**src/rtl/updown_step_driver_pkg.sv**
```systemverilog
// Shared definitions for the UP/DOWN counter interface drivers.
//   DEF_W       default count width
//   SETTLE_W    width of the settle timer load value (settle 1..15)
//   state_t     driver FSM state encoding
//   RES_DONE/RES_ERR  result codes for status registers
package updown_step_driver_pkg;
    localparam int DEF_W    = 3;
    localparam int SETTLE_W = 4;

    typedef enum logic [2:0] {
        ST_IDLE   = 3'd0,
        ST_EVAL   = 3'd1,
        ST_PULSE  = 3'd2,
        ST_SETTLE = 3'd3,
        ST_FINISH = 3'd4
    } state_t;

    localparam logic [1:0] RES_DONE = 2'd1;
    localparam logic [1:0] RES_ERR  = 2'd2;
endpackage

```
**src/rtl/updown_step_driver_settle_timer.sv**
```systemverilog
// Loadable down-counter with zero flag.
//   i_clk       clock, rising edge
//   i_rst_n     asynchronous active-low reset (count cleared)
//   i_load      load i_load_val this edge (wins over decrement)
//   i_load_val  value to load
//   o_zero      count is zero; the counter holds at zero
module updown_step_driver_settle_timer #(
    parameter int CW = 4
) (
    input  logic          i_clk,
    input  logic          i_rst_n,
    input  logic          i_load,
    input  logic [CW-1:0] i_load_val,
    output logic          o_zero
);
    logic [CW-1:0] r_cnt;

    always_ff @(posedge i_clk or negedge i_rst_n) begin
        if (!i_rst_n)
            r_cnt <= '0;
        else if (i_load)
            r_cnt <= i_load_val;
        else if (r_cnt != '0)
            r_cnt <= r_cnt - CW'(1);
    end

    assign o_zero = (r_cnt == '0);
endmodule

```
**src/rtl/updown_step_driver.sv**
```systemverilog
// Initiator for an UP/DOWN/CO/EF/FF counter: walks CO to a requested target
// one pulse at a time, checking the counter's response after each pulse.
//   i_clk            clock, rising edge
//   i_mr_n           master reset, asynchronous, active-low
//   i_start          request strobe (only sampled when idle)
//   i_target         requested count, latched on accepted start
//   i_co, i_ef, i_ff counter output and empty/full flags
//   o_up, o_down     single-cycle step pulses to the counter
//   o_busy           request in progress (through the DONE/ERR cycle)
//   o_done, o_err    one-cycle completion / abort pulses
//   o_steps          pulses issued for the current or last request
module updown_step_driver
    import updown_step_driver_pkg::*;
#(
    parameter int W         = DEF_W,
    parameter int SETTLE    = 2,
    parameter int MAX_STEPS = 8
) (
    input  logic         i_clk,
    input  logic         i_mr_n,
    input  logic         i_start,
    input  logic [W-1:0] i_target,
    input  logic [W-1:0] i_co,
    input  logic         i_ef,
    input  logic         i_ff,
    output logic         o_up,
    output logic         o_down,
    output logic         o_busy,
    output logic         o_done,
    output logic         o_err,
    output logic [W:0]   o_steps
);
    localparam logic [W:0]          MAX_S    = (W+1)'(MAX_STEPS);
    localparam logic [W:0]          ONE_S    = (W+1)'(1);
    localparam logic [SETTLE_W-1:0] SETTLE_V = SETTLE_W'(SETTLE);

    state_t       r_state;
    logic [W-1:0] r_target;
    logic [W-1:0] r_last_co;
    logic         r_up, r_down, r_busy, r_done, r_err;
    logic [W:0]   r_steps;

    logic       w_eq, w_lt, w_gt, w_blocked, w_step;
    logic       w_tmr_zero, w_dir_up, w_moved_ok, w_stuck;
    logic [W:0] w_co_x, w_last_x;

    assign w_eq = (i_co == r_target);
    assign w_lt = (i_co <  r_target);
    assign w_gt = (i_co >  r_target);

    // Refuse to pulse into a full/empty counter, or past the pulse budget.
    assign w_blocked = (w_lt && i_ff) || (w_gt && i_ef) || (r_steps == MAX_S);
    assign w_step    = (r_state == ST_EVAL) && !w_eq && !w_blocked;

    // Widened by one bit so the +1 checks cannot wrap at the ends of the range.
    assign w_co_x     = {1'b0, i_co};
    assign w_last_x   = {1'b0, r_last_co};
    assign w_dir_up   = (r_target > r_last_co);
    assign w_moved_ok = w_dir_up ? (w_co_x == w_last_x + ONE_S)
                                 : (w_co_x + ONE_S == w_last_x);
    assign w_stuck    = (i_co == r_last_co);

    // Loaded on the edge that issues the pulse, so the pulse cycle itself
    // counts down once and SETTLE cycles are spent in ST_SETTLE.
    updown_step_driver_settle_timer #(.CW(SETTLE_W)) u_settle (
        .i_clk      (i_clk),
        .i_rst_n    (i_mr_n),
        .i_load     (w_step),
        .i_load_val (SETTLE_V),
        .o_zero     (w_tmr_zero)
    );

    always_ff @(posedge i_clk or negedge i_mr_n) begin
        if (!i_mr_n) begin
            r_state   <= ST_IDLE;
            r_target  <= '0;
            r_last_co <= '0;
            r_up      <= 1'b0;
            r_down    <= 1'b0;
            r_busy    <= 1'b0;
            r_done    <= 1'b0;
            r_err     <= 1'b0;
            r_steps   <= '0;
        end else begin
            // Pulse-type outputs are high for at most one cycle.
            r_up   <= 1'b0;
            r_down <= 1'b0;
            r_done <= 1'b0;
            r_err  <= 1'b0;
            case (r_state)
                ST_IDLE: begin
                    if (i_start) begin
                        r_target <= i_target;
                        r_steps  <= '0;
                        r_busy   <= 1'b1;
                        r_state  <= ST_EVAL;
                    end
                end
                ST_EVAL: begin
                    if (w_eq) begin
                        r_done  <= 1'b1;
                        r_state <= ST_FINISH;
                    end else if (w_blocked) begin
                        r_err   <= 1'b1;
                        r_state <= ST_FINISH;
                    end else begin
                        r_last_co <= i_co;
                        r_up      <= w_lt;
                        r_down    <= !w_lt;
                        if (r_steps != '1)
                            r_steps <= r_steps + ONE_S;
                        r_state   <= ST_PULSE;
                    end
                end
                ST_PULSE: begin
                    r_state <= ST_SETTLE;
                end
                ST_SETTLE: begin
                    if (w_tmr_zero) begin
                        // A stuck counter is retried; the budget bounds it.
                        if (w_moved_ok || w_stuck) begin
                            r_state <= ST_EVAL;
                        end else begin
                            r_err   <= 1'b1;
                            r_state <= ST_FINISH;
                        end
                    end
                end
                ST_FINISH: begin
                    r_busy  <= 1'b0;
                    r_state <= ST_IDLE;
                end
                default: r_state <= ST_IDLE;
            endcase
        end
    end

    assign o_up    = r_up;
    assign o_down  = r_down;
    assign o_busy  = r_busy;
    assign o_done  = r_done;
    assign o_err   = r_err;
    assign o_steps = r_steps;
endmodule

```
**config.mk**
```make
export PLATFORM = sky130hd
export DESIGN_NAME = updown_step_driver
export DESIGN_NICKNAME = d
export VERILOG_FILES = /design/src/rtl/updown_step_driver_pkg.sv /design/src/rtl/updown_step_driver_settle_timer.sv /design/src/rtl/updown_step_driver.sv
export SDC_FILE = /design/constraint.sdc
export NUM_CORES = 1
export LEC_CHECK = 0
export CELL_PAD_IN_SITES_DETAIL_PLACEMENT = 1
export CELL_PAD_IN_SITES_GLOBAL_PLACEMENT = 1
export CORE_ASPECT_RATIO = 1.5
export CORE_MARGIN = 8
export CORE_UTILIZATION = 41
export DETAILED_ROUTE_END_ITERATION = 10
export PLACE_DENSITY = 0.85
export SYNTH_ARGS = -nofsm -noshare
export SYNTH_HDL_FRONTEND = slang
export SYNTH_SLANG_ARGS = --single-unit
```
**constraint.sdc**
```tcl
create_clock -name i_clk -period 2.55 [get_ports i_clk]
set_input_delay 0.3825 -clock i_clk [delete_from_list [all_inputs] [get_ports i_clk]]
set_output_delay 0.3825 -clock i_clk [all_outputs]
set_load 0.02 [all_outputs]
```
==> results.cfg, run 1 <==
[power]
ir_drop_mv = 0.534
power_density_mw_per_mm2 = 1170
finalPower_mw = 1.98
power.leakage_nw = 0.759

[sta]
slew_viol_final = 0
whs_ns = 0.474
fmax_mhz = 434
finalSetupTns_ns = 0
hold_viol = 0
tightest_slew_ns = 0.391
rsz0062_at_grt = no
fin_crit_sh = 0.903
slew_headroom = 0.738
finalClockSkew_ns = 0.00285
min_period_ns = 2.30
setup_viol = 0

[critical_path]
crit_fanout = 12
endpoint_kind = flop
crit_arrival_ns = 2.45
cp-start-kind = input port
path_buf_inv = 1
slowest_delay_ns = 0.43
crit_required_ns = 2.70
critPathTopFamily = simple AND/OR/NAND/NOR gates
path_class = input port to flop
path_cells = clkdlybuf4s50_1 > ha_1 > nor2b_4 > o21a_1 > o21ai_2 > and2_1 > and3_4 > mux2_2
slowest_stage = clkdlybuf4s50_1

[die]
fp.coreArea_mm2 = 0.00316
num_io_pins = 20
die_y_um = 86.5
dieArea_mm2 = 0.00545
rows = 25
initial_core_util = 0.430
fp.dieW_um = 63.0

[synth]
syn_nets = 161
netlist-cell-type-count = 41
synth_area_leaders = dfrtp_1 (41%), ha_1 (11%), inv_1 (3.6%)
synth_largest_area_cell = dfrtp_1
ys.flop_type = dfrtp_1
async_reset_ff_frac = 1.00
synth_cells = 138
synth_warnings = 0
synth-edff-count = 0
ys_ff_latch = 22
netlist_area_mm2 = 0.00136
yosysTopAreaCellShare = 0.405
yosysSeqAreaShare = 0.405
synth_area_per_cell_um2 = 9.85
synth_commonest_cells = dfrtp_1 (22), inv_1 (13), ha_1 (12), nor2_1 (9), nand2_1 (8)
synth.most_common_cell = dfrtp_1

[run]
maxCapViolCount = 0

[placed_design]
dp.cells = 200
io_buffers = 19
gp_congestion = 0.758
dp_hpwl_um = 2550

[clock_network]
clk_latency_ns = 0.26
hold_buffers = 0
clock_sinks = 22
root_buffer = clkbuf_8
clk_pin_slew_worst_paths_ns = 0.08
post_cts_buffers = 0
cts_tree = done
cts_buffers = 3
clk_path_buf_depth = 2
ctsHtreeMaxLevel = 1
cts_resized = 0

[final_layout]
fin_nets = 188
post-route-util = 0.535
drive_gt1_frac = 0.104
fin_cells = 204
num-fill-cells = 356
syn_to_final_growth_pct = 24.3
diodes = 0

[outcome]
status = finished, final reports clean

[drt]
drc = 0
ant_nets = 0
wl_per_cell_um = 16.2
vias_per_cell = 5.49
drt_iter0_markers = 27
dr.pass1.iters = 5
vias = 1120
drt-total-wl_um = 3300

[min_path]
hp-class = input port to asynchronous set/reset pin

[global_routing]
grt_pass1_wl_um = 5840
antenna_found_initial = 0
first_global_vias = 1252
grt_max_degree = 23
grt_overflow = 0
track_usage = 0.128
## cells by family (layout without fill, tap and decap cells)
kind of cell    Yosys count  in the layout  synth area share
simple gates             51             51             0.220
xor+xnor                  5              5            0.0322
compound gates           27             27             0.131
mux                       7              7            0.0571
fa+ha+maj                12             12             0.110
flops                    22             22             0.405
buf+inv                  14             40            0.0442
## placed cells by master, fill, tap and decap left out, types with 5 or more instances in the layout
cell type,count
clkdlybuf4s50_1,19
dfrtp_1,22
nor2_1,9
inv_1,13
o21ai_0,5
ha_1,12
nand2_1,8
a21oi_1,7
## per-stage QoR
stage	cell area (um2)	setup slack [ns]
final	1690	0.247
after global routing	1690	0.185
after CTS	1690	0.252
after detailed placement	1620	-0.0124
after global placement	1620	0.0917
after floorplan	1360	0.594
## power by group
group          internal, mW  switching, mW
Clock                 0.210          0.110
Combinational         0.481          0.545
Sequential            0.487          0.146
Total                  1.18          0.801
## path summary, 6_finish.rpt
path / startpoint / to / slack [ns] / cells past startpoint
worst max-delay path: i_co[1] / r_last_co[1]$_DFFE_PN0P_ / 0.25 / 8
worst min-delay path: i_mr_n / r_last_co[2]$_DFFE_PN0P_ / 0.47 / 2
worst max register to register: r_target[1]$_DFFE_PN0P_ / r_last_co[1]$_DFFE_PN0P_ / 0.39 / 8
worst min register to register: o_busy$_DFFE_PN0P_ / o_busy$_DFFE_PN0P_ / 0.56 / 2
max in group asynchronous: i_mr_n / o_steps[0]$_DFFE_PN0P_ / 1.86 / 2
min in group i_clk: o_busy$_DFFE_PN0P_ / o_busy$_DFFE_PN0P_ / 0.56 / 2
## per-layer routing
layer / global-route usage / up-vias / share of wire
met2: 0.241 / 20 / 0.53
met4: 0.0375 / 0 / 0.019
met1: 0.139 / 557 / 0.43
li1: - / 536 / -
met5: 0 / - / 0
met3: 0.0232 / 7 / 0.025
## area by class of cell
cell class	instances	area, um2	area share
Clock inverter	1	30.0	0.0178
Clock buffer	3	41.3	0.0244
Tap cell	40	50.0	0.0296
Inverter	13	48.8	0.0289
Sequential cell	22	551	0.326
Multi-Input combinational cell	102	748	0.443
Timing Repair Buffer	23	220	0.130
## state kept, by name, indices dropped and copies added (netlist names)
| name | cells |
|---|---|
| o_err | 1 |
| r_target | 3 |
| r_state | 3 |
| o_done | 1 |
| o_steps | 4 |
| o_up | 1 |
| r_last_co | 3 |
| u_settle.r_cnt | 4 |
| o_busy | 1 |
| o_down | 1 |
No activity file was read; power rests on OpenSTA's default activity.
==> run 2, diff against run 1 <==
--- a/config.mk
+++ b/config.mk
@@ -12,6 +12,7 @@
 export CORE_UTILIZATION = 41
 export DETAILED_ROUTE_END_ITERATION = 10
 export PLACE_DENSITY = 0.85
+export RECOVER_POWER = 50
 export SYNTH_ARGS = -nofsm -noshare
 export SYNTH_HDL_FRONTEND = slang
 export SYNTH_SLANG_ARGS = --single-unit
==> results.cfg, run 2 (same netlist as run 1, synthesis figures left out) <==
[sta]
finalClockSkew_ns = 0.00213
fmax_mhz = 428
setup_slack_ns = 0.215
hold_viol = 0
rsz0062_at_grt = no
fin_crit_sh = 0.916
slew_headroom = 0.224
whs_ns = 0.560
tightest_slew_ns = 1.16
min_period_ns = 2.33
slew_viol_final = 0
setup_viol = 0

[global_routing]
grt_pass1_wl_um = 5840
track_usage = 0.128
first_global_vias = 1252
grt_overflow = 0
grt_max_degree = 23
antenna_found_initial = 0

[drt]
drt-total-wl_um = 3290
drt_iter0_markers = 14
wl_per_cell_um = 16.1
drc = 0
vias = 1116
dr.pass1.iters = 4
vias_per_cell = 5.47
ant_nets = 0

[clock_network]
clk_path_buf_depth = 2
clk_latency_ns = 0.26
post_cts_buffers = 0
clk_pin_slew_worst_paths_ns = 0.08
hold_buffers = 0
cts_resized = 0
ctsHtreeMaxLevel = 1
cts_buffers = 3
cts_tree = done
clock_sinks = 22
root_buffer = clkbuf_8

[critical_path]
crit_required_ns = 2.70
r2r_end = r_last_co[1]$_DFFE_PN0P_
cp-start-kind = input port
r2r_slack_ns = 0.39
r2r_cells = 8
crit_fanout = 12
crit_arrival_ns = 2.48
endpoint_kind = flop
path_class = input port to flop
r2r-start = r_target[1]$_DFFE_PN0P_

[run]
maxCapViolCount = 0

[die]
fp.dieW_um = 63.0
num_io_pins = 20
die_y_um = 86.5
initial_core_util = 0.430
fp.coreArea_mm2 = 0.00316
rows = 25
dieArea_mm2 = 0.00545

[final_layout]
fin_nets = 188
diodes = 0
layout_commonest_cell = dfrtp_1
syn_to_final_growth_pct = 23.8
drive_gt1_frac = 0.0915
layout_common_cells = dfrtp_1 (22), clkdlybuf4s50_1 (16), inv_1 (13), ha_1 (12), nor2_1 (9)

[placed_design]
io_buffers = 19
gp_congestion = 0.758
dp_hpwl_um = 2550
place_ws_ns = -0.0124

[power]
power.leakage_nw = 0.752
p_switching_uw = 800
power.internal_mw = 1.17
ir_drop_mv = 0.533
sw_frac_of_total = 0.406
seqPwrFrac = 0.320
clock_power_share = 0.162
power_density_mw_per_mm2 = 1170
comb_power_share = 0.517

[min_path]
holdPathStages = 2
worstHoldStart = o_busy$_DFFE_PN0P_
hold_end = o_busy$_DFFE_PN0P_
hp-class = flop to flop

[outcome]
status = finished, final reports clean
-- run 2: cell count changes in the layout (fill, tap and decap cells not counted) --
cell             before  now
dlygate4sd3_1         0    3
clkdlybuf4s50_1      19   16
clkbuf_1              0    2
buf_4                 4    2
-- run 2: critical path: stages --
cell           delay (ns)
dlygate4sd3_1        0.61
inv_1                0.09
ha_1                 0.19
nor2b_4              0.05
o21a_1               0.17
o21ai_2              0.16
and2_1               0.19
and3_4               0.29
mux2_2               0.36
-- run 2: layout make-up --
| class | count | area, um2 |
|---|---|---|
| multi-input combinational | 102 | 748 |
| clock inverter | 1 | 30.0 |
| tap | 40 | 50.0 |
| fill | 358 | 1480 |
| timing repair buffer | 23 | 213 |
| sequential | 22 | 551 |
| inverter | 13 | 48.8 |
| clock buffer | 3 | 41.3 |
-- run 2: per-layer routing --
metal	up-vias	global-route usage	wire length (um)
met5	-	0	0
met1	552	0.139	1390
li1	535	-	-
met3	7	0.0232	93
met2	22	0.241	1750
met4	0	0.0375	59
-- run 2: per-stage QoR --
step / setup TNS [ns] / utilization / cell area, um2 / power (mW) / std cells
6_report: 0 / 0.532 / 1680 / 1.97 / 204
5_1_grt: 0 / 0.532 / 1680 / 2.13 / 204
4_1_cts: 0 / 0.535 / 1690 / 1.99 / 204
3_5_place_dp: -0.0138 / 0.512 / 1620 / 1.65 / 200
3_3_place_gp: 0 / 0.512 / 1620 / 1.56 / 200
2_1_floorplan: 0 / - / 1360 / 1.34 / 138
-- run 2: worst max-delay path by stage --
stage,startpoint,to,slack [ns],cells after the start
CTS,i_co[1],r_last_co[1]$_DFFE_PN0P_,0.25,8
finish,i_co[0],r_last_co[1]$_DFFE_PN0P_,0.22,9
global placement,i_co[1],r_last_co[0]$_DFFE_PN0P_,0.09,8
global route,i_co[0],r_last_co[1]$_DFFE_PN0P_,0.15,9
detailed placement,i_co[1],r_last_co[1]$_DFFE_PN0P_,-0.01,8
floorplan,i_co[1],r_last_co[2]$_DFFE_PN0P_,0.59,8
-- run 2: power groups by stage --
| stage | clock network [mW] | logic, mW | registers (mW) |
|---|---|---|---|
| 3_3_place_gp | 0 | 0.936 | 0.628 |
| 4_1_cts | 0.321 | 1.03 | 0.634 |
| 3_5_place_dp | 0 | 1.01 | 0.640 |
| 2_1_floorplan | 0 | 0.697 | 0.642 |
| 6_report | 0.319 | 1.02 | 0.632 |
| 5_1_grt | 0.332 | 1.14 | 0.661 |
==> run 3, diff against run 2 <==
--- a/config.mk
+++ b/config.mk
@@ -11,6 +11,7 @@
 export CORE_MARGIN = 8
 export CORE_UTILIZATION = 41
 export DETAILED_ROUTE_END_ITERATION = 10
+export GPL_TIMING_DRIVEN = 0
 export PLACE_DENSITY = 0.85
 export RECOVER_POWER = 50
 export SYNTH_ARGS = -nofsm -noshare
==> results.cfg, run 3 (same netlist as run 1, synthesis figures left out) <==
[clock_network]
clk_latency_ns = 0.26
clock_sinks = 22
cts_tree = done
clk_path_buf_depth = 2
root_buffer = clkbuf_8
ctsHtreeMaxLevel = 1
cts_buffers = 3
clk_pin_slew_worst_paths_ns = 0.08
post_cts_buffers = 0

[final_layout]
regArea_um2 = 551
fin_nets = 185
drive_gt1_frac = 0.0870
post-route-util = 0.524
layout_common_cells = dfrtp_1 (22), inv_1 (13), clkdlybuf4s50_1 (13), ha_1 (12), nor2_1 (9)
multi_input_area_um2 = 748
syn_to_final_growth_pct = 21.9
fin_cells = 201
layout_commonest_cell = dfrtp_1
diodes = 0
num-fill-cells = 369

[power]
ir_drop_mv = 0.433
finalPower_mw = 1.87
power_density_mw_per_mm2 = 1130
power.leakage_nw = 0.754

[drt]
drc = 0
vias = 1079
ant_nets = 0
drt-total-wl_um = 3130
dr.pass1.iters = 3
vias_per_cell = 5.37
drt_iter0_markers = 17
wl_per_cell_um = 15.6

[min_path]
hp-class = flop to flop
holdPathStages = 2

[outcome]
status = finished, final reports clean

[placed_design]
dp_hpwl_um = 2510
dp.cells = 197
gp_congestion = 0.791
io_buffers = 19

[die]
initial_core_util = 0.430
fp.coreArea_mm2 = 0.00316
num_io_pins = 20
die_y_um = 86.5
dieArea_mm2 = 0.00545
rows = 25
fp.dieW_um = 63.0

[global_routing]
grt_pass1_wl_um = 5460
grt_overflow = 0
grt_max_degree = 23
antenna_found_initial = 0
first_global_vias = 1243
track_usage = 0.121

[sta]
tightest_slew_ns = 1.04
slew_headroom = 0.307
setup_viol = 0
min_period_ns = 2.37
hold_viol = 0
fin_crit_sh = 0.928
rsz0062_at_grt = no
fmax_mhz = 423
slew_viol_final = 0
finalClockSkew_ns = 0.00409

[critical_path]
cp-start-kind = input port
crit_fanout = 10
path_class = input port to flop
crit_required_ns = 2.70
endpoint_kind = flop
r2r_cells = 8
crit_arrival_ns = 2.51

[run]
maxCapViolCount = 0
-- run 3: cell count changes in the layout (fill, tap and decap cells not counted), sizes merged --
cell,before,now
dlygate4sd3,3,5
clkdlybuf4s50,16,13
clkbuf,5,4
bufinv,1,0
dlymetal6s2s,0,1
buf,2,1
-- run 3: final cells by class --
type	instances	area share
multi-input cells	102	0.452
clock buffers	4	0.0332
well taps	40	0.0302
inverters	13	0.0295
flip-flops and latches	22	0.332
plain buffers	1	0.00680
repair buffers	19	0.116
-- run 3: path summary, 6_finish.rpt --
check	start	end	slack (ns)
worst max-delay path	i_co[0]	r_last_co[2]$_DFFE_PN0P_	0.18
worst min-delay path	o_busy$_DFFE_PN0P_	o_busy$_DFFE_PN0P_	0.53
worst max register to register	r_last_co[1]$_DFFE_PN0P_	r_state[0]$_DFFE_PN0P_	0.41
worst min register to register	o_busy$_DFFE_PN0P_	o_busy$_DFFE_PN0P_	0.53
max in group asynchronous	i_mr_n	r_last_co[1]$_DFFE_PN0P_	1.18
min in group asynchronous	i_mr_n	o_steps[2]$_DFFE_PN0P_	0.75
-- run 3: where the power goes --
part	total (mW)	internal (mW)	switching, mW	leakage (nW)
registers	0.626	0.487	0.139	0.279
logic	0.996	0.477	0.519	0.447
clock network	0.249	0.138	0.112	0.0288
-- run 3: through the flow --
stage / worst slack [ns] / setup TNS (ns) / hold WS (ns) / area (um2)
finish: 0.184 / 0 / 0.533 / 1660
floorplan: 0.594 / 0 / 0.0869 / 1360
CTS: 0.0935 / 0 / 0.537 / 1650
detailed placement: -0.155 / -0.236 / 0.516 / 1600
global route: 0.105 / 0 / 0.580 / 1660
global placement: -0.104 / -0.104 / 0.513 / 1600
-- run 3: what timing repair did --
action                     in CTS  in global routing
hold buffers                    0                  0
resized for setup               0                  1
setup endpoints to repair       0                  1
-- run 3: critical path: stages --
cell,delay [ns]
dlygate4sd3_1,0.62
inv_1,0.09
ha_1,0.20
nor2b_4,0.05
o21a_1,0.17
o21ai_2,0.17
and2_1,0.18
and3_4,0.21
buf_6,0.14
mux2_4,0.30
-- run 3: layer usage --
| layer | vias to the layer above | global-route usage | wire length (um) |
|---|---|---|---|
| met5 | - | 0 | 0 |
| met4 | 0 | 0.0604 | 81 |
| met3 | 8 | 0.0181 | 86 |
| met2 | 19 | 0.228 | 1680 |
| met1 | 527 | 0.126 | 1280 |
| li1 | 525 | - | - |
